[config.mk]
export PLATFORM = sky130hd
export DESIGN_NAME = dcs_stream_driver
export DESIGN_NICKNAME = d
export VERILOG_FILES = /design/src/rtl/dcs_stream_driver.sv
export SDC_FILE = /design/constraint.sdc
export NUM_CORES = 1
export LEC_CHECK = 0
export ABC_CLOCK_PERIOD_IN_PS = 4600
export BUFFER_PORTS_ARGS = -buffer_cell sky130_fd_sc_hd__buf_2
export CORE_MARGIN = 8
export CORE_UTILIZATION = 60
export CTS_BUF_LIST = sky130_fd_sc_hd__clkbuf_8 sky130_fd_sc_hd__clkbuf_16
export DETAILED_ROUTE_END_ITERATION = 10
export MAX_ROUTING_LAYER = met4
export PLACE_DENSITY = 0.77
export SLEW_MARGIN = 10
export SYNTH_ARGS = -nofsm -noshare
export SYNTH_HDL_FRONTEND = slang
export SYNTH_SLANG_ARGS = --single-unit
[constraint.sdc]
create_clock -name clk -period 4.6 [get_ports clk]
set_input_delay 0.69 -clock clk [delete_from_list [all_inputs] [get_ports clk]]
set_output_delay 0.69 -clock clk [all_outputs]
set_load 0.01 [all_outputs]
[src/rtl/dcs_stream_driver.sv]
// rtl/dcs_stream_driver.sv - buffers one DCSformer job from a byte stream and replays it with accelerator timing
module dcs_stream_driver #(
    parameter int N_X         = 128,
    parameter int N_W         = 8,
    parameter int N_O         = 8,
    parameter int TIMEOUT_CYC = 1024
) (
    input  logic        clk,
    input  logic        rst_n,
    input  logic        start,
    input  logic        s_valid,
    input  logic [7:0]  s_data,
    output logic        s_ready,
    output logic        i_valid,
    output logic [7:0]  i_data,
    input  logic        w_ready,
    output logic        w_valid,
    output logic [7:0]  w_data,
    input  logic        o_valid,
    input  logic [31:0] o_data,
    output logic        r_valid,
    output logic [31:0] r_data,
    output logic [2:0]  r_idx,
    output logic        r_last,
    output logic        busy,
    output logic        done,
    output logic        err
);
    localparam int N_B = N_X + N_W;
    localparam int CW  = $clog2(N_B + 1);

    typedef enum logic [2:0] {IDLE, LOAD, SEND_X, WAIT_WR, SEND_W, COLLECT, DONE} state_t;

    state_t        state;
    logic [CW-1:0] cnt;
    logic [2:0]    ocnt;
    logic [7:0]    mem [0:N_B-1];
    logic          timeout_hit;

    assign busy = (state != IDLE);

    always_ff @(posedge clk) begin
        if (state == LOAD && s_valid && s_ready) mem[cnt] <= s_data;
    end

`ifdef DCS_DRV_TIMEOUT_EN
    localparam int TW = $clog2(TIMEOUT_CYC + 1);
    logic [TW-1:0] tcnt;

    always_ff @(posedge clk or negedge rst_n) begin
        if (!rst_n) begin
            tcnt <= '0;
        end else if ((state != WAIT_WR && state != COLLECT) || (state == COLLECT && o_valid)) begin
            tcnt <= '0;
        end else begin
            tcnt <= tcnt + TW'(1);
        end
    end

    assign timeout_hit = (tcnt == TW'(TIMEOUT_CYC - 1));
`else
    assign timeout_hit = 1'b0;
`endif

    always_ff @(posedge clk or negedge rst_n) begin
        if (!rst_n) begin
            state   <= IDLE;
            cnt     <= '0;
            ocnt    <= '0;
            s_ready <= 1'b0;
            i_valid <= 1'b0;
            i_data  <= '0;
            w_valid <= 1'b0;
            w_data  <= '0;
            r_valid <= 1'b0;
            r_data  <= '0;
            r_idx   <= '0;
            r_last  <= 1'b0;
            done    <= 1'b0;
            err     <= 1'b0;
        end else begin
            r_valid <= 1'b0;
            r_last  <= 1'b0;
            done    <= 1'b0;
            err     <= 1'b0;
            case (state)
                IDLE: begin
                    cnt  <= '0;
                    ocnt <= '0;
                    if (start) begin
                        s_ready <= 1'b1;
                        state   <= LOAD;
                    end
                end
                LOAD: begin
                    if (s_valid && s_ready) begin
                        if (cnt == CW'(N_B - 1)) begin
                            cnt     <= '0;
                            s_ready <= 1'b0;
                            state   <= SEND_X;
                        end else begin
                            cnt <= cnt + CW'(1);
                        end
                    end
                end
                SEND_X: begin
                    if (cnt == CW'(N_X)) begin
                        i_valid <= 1'b0;
                        state   <= WAIT_WR;
                    end else begin
                        i_valid <= 1'b1;
                        i_data  <= mem[cnt];
                        cnt     <= cnt + CW'(1);
                    end
                end
                WAIT_WR: begin
                    if (w_ready) begin
                        w_valid <= 1'b1;
                        w_data  <= mem[cnt];
                        cnt     <= cnt + CW'(1);
                        state   <= SEND_W;
                    end else if (timeout_hit) begin
                        err   <= 1'b1;
                        state <= IDLE;
                    end
                end
                SEND_W: begin
                    if (cnt == CW'(N_B)) begin
                        w_valid <= 1'b0;
                        state   <= COLLECT;
                    end else begin
                        w_valid <= 1'b1;
                        w_data  <= mem[cnt];
                        cnt     <= cnt + CW'(1);
                    end
                end
                COLLECT: begin
                    if (o_valid) begin
                        r_valid <= 1'b1;
                        r_data  <= o_data;
                        r_idx   <= ocnt;
                        r_last  <= (ocnt == 3'(N_O - 1));
                        ocnt    <= ocnt + 3'd1;
                        if (ocnt == 3'(N_O - 1)) state <= DONE;
                    end else if (timeout_hit) begin
                        err   <= 1'b1;
                        state <= IDLE;
                    end
                end
                DONE: begin
                    done  <= 1'b1;
                    state <= IDLE;
                end
                default: state <= IDLE;
            endcase
        end
    end
endmodule

## Word level (Yosys, flattened, before mapping)

Memories as Yosys holds them, arrays and structs flattened.
Index checks and enable logic that the tools add are counted.

- Bits in registers: 71
- Latch bits: 0
- Memory bits (writable): 1088
- Bits in read-only memories: 0
- Input bits: 46
- Output and inout bits: 59
- Word-level logic and storage cells: 89
- Memories kept: 1

- Add/subtract/negate cells: 2
- $mul: 0
- Div/mod/pow operators: 0
- $lt $le $gt $ge: 0
- Equal/unequal tests: 20
- Shift-type cells: 0
- Multiplexer cells: 35
- Bitwise logic cells: 1
- Reduce and logical (&&, ||, !) cells: 17

Memory list:

| memory | depth | bits a word | read ports | clocked after Yosys merged registers in | wr ports | RTL line | source |
|---|---|---|---|---|---|---|---|
| mem | 136 | 8 | 1 | 0 | 1 | 37 | `logic [7:0] mem [0:N_B-1];` |

Operators with widths:

| cell | count |
|---|---|
| 8-bit two-way mux | 7 |
| 8-bit one-hot mux with 5 select lines | 1 |
| 3-bit two-way mux | 9 |
| 8-bit equality test, second input constant | 3 |
| 3-bit one-hot mux with 6 select lines | 1 |
| 2-bit != test, second input constant | 8 |
| 8-bit one-hot mux with 2 select lines | 1 |
| 1-bit two-way mux | 13 |
| 3-bit equality test, second input constant | 4 |
| 8-bit by 1-bit adder with 8-bit output, second input constant | 1 |
| 2-bit AND reduction | 4 |
| 8-bit AND reduction | 1 |
| 3-bit by 2-bit equality test with 1-bit output, second input constant | 2 |
| 3-bit one-hot mux with 2 select lines | 1 |
| 2-bit nonzero test | 3 |
| 5-bit AND reduction | 1 |
| 5-bit nonzero test | 1 |
| 2-bit by 1-bit != test with 1-bit output, second input constant | 2 |
| 1-bit one-hot mux with 2 select lines | 2 |
| 4-bit AND reduction | 1 |
| 3-bit by 1-bit adder with 3-bit output, second input constant | 1 |
| 3-bit by 1-bit equality test with 1-bit output, second input constant | 1 |
| 1-bit logical AND | 3 |
| 3-bit zero test | 1 |
| other kinds (3) | 3 |

## Longest topological paths before layout

- Depth in word-level cells: 5
- Depth in mapped cells: 13
- Gate-level depth less buffers: 7

## Worst setup path before layout

No wires, ideal clock.

- Path kind: reg-to-reg
- From: register cnt[0]
- To: memory mem[128][0], enable pin
- Library setup time: 370 ps
- Arrival time: 2400 ps
- Required time: 4230 ps
- Slack: 1830 ps
- Stages on the path, launching flop included: 11
- Path buffers: 5
- Period minus slack after synthesis: 2770 ps
- Path through: dfrtp_1 > buf_6 > buf_6 > buf_6 > inv_1 > buf_4 > buf_4 > ha_1 > and2_0 > nand2_1 > nor2_1

RTL lines:

| item | RTL line | source |
|---|---|---|
| start: declaration | 35 | `logic [CW-1:0] cnt;` |
| start signal: assignment | 102 | `cnt <= cnt + CW'(1);` |
| start signal: assignment | 113 | `cnt <= cnt + CW'(1);` |
| start signal: assignment | 120 | `cnt <= cnt + CW'(1);` |
| end: declaration | 37 |  |

Straight into the memory's write port.

## Worst setup path after layout

- From: register cnt[0]
- To: register i_data[0] (read register of mem)

- Cells in the longest elaborated chain, start to end: 3
- Elaborated cells between the ends (all ways): 4
- Those cells by class: eq/ne: 1; bitwise: 1; reduce/logical: 1; memory: 1

RTL lines:

| item | RTL line | source |
|---|---|---|
| branches (longest 3 deep; another with memory 136 x 8 bit) | -- |  |
| end: declaration | 15 | `output logic [7:0] i_data,` |

Several ways; the timed one is not identified.
A chain may end at the register's enable or synchronous reset.

==> metrics.cfg <==
[setup_path]
cp_data_arrival_time_ns=4.23
critPathLaunchType=flop
path_delay_family=compound AO/OA/AOI/OAI gates
critPathMaxFanout=32
worst-r2r-cell-count=7
required_ns=5.12
crit_cells=7
crit_path_end=i_data[0]$_DFFE_PN0P_
slowest_delay_ns=0.82
cp-end-kind=flop
worstReg2RegEnd=i_data[0]$_DFFE_PN0P_
cp_cell_sequence=buf_4, mux4_2, a22oi_1, a21oi_1, a2111oi_0, or4_1, a31oi_1
reg2reg_slack_ns=0.89
crit_type=flop to flop
cp-startpoint=cnt[0]$_DFFE_PN0P_
rr_startpoint=cnt[0]$_DFFE_PN0P_
crit_buf_inv=1
cp_slowest_cell=dfrtp_4

[power_and_ir_drop]
p_per_area_nw_per_um2=397.9
ir_drop_mv=0.3506
leakagePower_nw=17.62

[route]
routed_via_density=6.707
wl_um=114700
remaining_drc_errors=0
dr.pass1.iters=8
dr.first_iter.drc_count=3088
final_antenna_net_count=0
dr_total_vias=23970
wire_per_inst_um=32.09

[floorplan]
die_area_um2=84720
floorplan.initialDensity_pct=60.17
fp.dieH_um=291.1
core_um2=75440
fp-row-count=101
die_w_um=291.1
io_pins=105

[timing]
slew_violations=0
totalNegativeSetupSlack_ns=0
clock_skew_ns=0.04664
fmax_mhz=269.5
hold_violations=0
fin_ws_ns=0.8899
min_period_ns=3.710
finalCritPeriodShare_pct=80.65
worst_slew_pin_slew_ns=1.199
finalSetupViolations=0
max-slew-margin-rel_pct=18.88
grt_setup_unrepaired=no

[clock_tree]
clk_latency_ns=0.69
clock_path_buffers=3
cts_setup_buffers=0
cts-root-buf=clkbuf_16
clk_pin_slew_ns=0.06
cts_sinks=1159
tritoncts=built
numCtsBuffers=111
cts_resized=0
h-tree-depth=3
ctsHoldBuffers=0

[logic_synthesis]
synth_area_um2=45400
synth.area.top_cells=edfxtp_1 72%, mux4_2 13%, dfrtp_1 3.9%, nand2_1 1.6%, nor2_1 1.4%
synthDominantCellAreaShare_pct=71.97
synth_cell_types=68
syn_inst=2279
yosysWarnings=0
synth_flop_cell=edfxtp_1
async_flop_share_pct=6.126
synth.net_count=2332
synth_largest_area_cell=edfxtp_1
synth_edf_count=1088
synth_area_per_cell_um2=19.92
synth.yosys.seq_area_share_pct=75.88
ys_seq_elements=1159

[min_path]
worstHoldPathType=input port to asynchronous set/reset pin

[layout]
final_net_count=2559
drive_gt1_share_pct=25.97
nFillCells=4599
area_growth_syn_to_layout_pct=12.31

[grt]
grt_pass1_wl_um=166400
antenna_found_initial=3
grtUsageTotal_pct=27.66
grt_max_degree=94
gr-total-overflow=0
first_global_vias=24360

[placement]
dp_slack_ns=1.023
portBuffers=103
gp_congestion=0.9837
dp_hpwl_um=73120

[job]
maxCapViolations=0

[run_status]
run_status=finished, final reports clean

-- cell usage after synthesis, types with 8 or more instances --
cell      instances
mux4_1           10
o221ai_1          8
buf_4            28
buf_6            12
clkbuf_1         52
edfxtp_1       1088
o21ai_0          15
buf_1            12
nor3_1           10
a221oi_1         11
nor2b_1          10
mux2i_1          60
nor4_1            9
dfrtp_1          71
a31oi_1          18
and3_1            8
mux4_2          262
a22oi_1          33
a21oi_1          22
buf_2            26
inv_1             8
nand3_1          19
o22ai_1          14
nor2_1          169
nand2_1         189
-- worst min path at each step --
| stage | startpoint | to | cells past startpoint |
|---|---|---|---|
| 5_1_grt | o_data[29] | r_data[29]$_DFFE_PN0P_ | 3 |
| 6_report | rst_n | r_data[2]$_DFFE_PN0P_ | 1 |
| 3_3_place_gp | r_data[13]$_DFFE_PN0P_ | r_data[13]$_DFFE_PN0P_ | 2 |
| 3_5_place_dp | r_data[5]$_DFFE_PN0P_ | r_data[5]$_DFFE_PN0P_ | 2 |
| 2_1_floorplan | rst_n | cnt[0]$_DFFE_PN0P_ | 0 |
| 4_1_cts | rst_n | r_data[2]$_DFFE_PN0P_ | 1 |
-- cell type report --
cell class	count	area, µm²	area share, %
Sequential cell	1159	34460	67.59
Multi-Input combinational cell	976	10150	19.92
Clock buffer	117	2894	5.677
Timing Repair Buffer	247	1682	3.298
Tap cell	978	1224	2.400
Clock inverter	85	524.3	1.028
Inverter	11	41.29	0.08099
Antenna cell	1	2.502	0.004908
-- placed cells by master (no fill, tap or decap), types with 33 or more instances in the layout --
cell type and instances:
dfrtp_1 67, inv_1 41, a22oi_1 33, buf_4 148, mux4_2 262, buf_2 94
edfxtp_1 1088, nor2_1 168, mux2i_1 60, nand2_1 189, clkbuf_16 114
-- through the flow --
step	std cells	cell area [µm²]	hold slack, ns	util [%]	total power [W]
after detailed placement	3371	47560	0.4580	63.04	0.01195
after CTS	3573	50980	0.1695	67.57	0.02035
after global placement	3371	47560	0.4517	63.04	0.01194
after global routing	3574	50980	0.1961	67.58	0.02075
after floorplan	2279	45400	0.3944	-	0.01175
final	3574	50980	0.1496	67.58	0.02028
-- metal layers --
layer	part of all wire (%)	routed length, µm	GRT usage (%)	vias up
li1	-	-	-	9736
met4	4.4	5002	10.96	0
met5	0	0	-	-
met2	47	53970	41.92	1603
met1	36	41380	35.79	12320
met3	12	14340	7.816	310
-- worst reg2reg max path, stage by stage, from the launching register on --
cell and delay, ns:
dfrtp_4 0.82, buf_4 0.48, mux4_2 0.57, a22oi_1 0.40, a21oi_1 0.16, a2111oi_0 0.79, or4_1 0.25, a31oi_1 0.08
-- sequential cells by signal (all words and copies together) (netlist names), 3 cells and up --
signal and count:
w_data 8, r_idx 3, state 3, r_data 32, cnt 8, ocnt 3
i_data 8, mem 1088
-- cell families after synthesis --
group / Yosys count / synth area share (%)
buf+inv: 144 / 1.789
mux: 335 / 14.97
other cells: 1 / 0.008261
compound gates: 169 / 2.660
fa+ha+maj: 7 / 0.1929
flops: 1159 / 75.88
simple gates: 464 / 4.493
-- where the power goes --
part,switching (W),internal (W)
Combinational,0.000180,0.0000227
Clock,0.00377,0.00479
Sequential,0,0.0115
Total,0.00395,0.0163
Note: power is estimated with default switching activity, not from simulation.
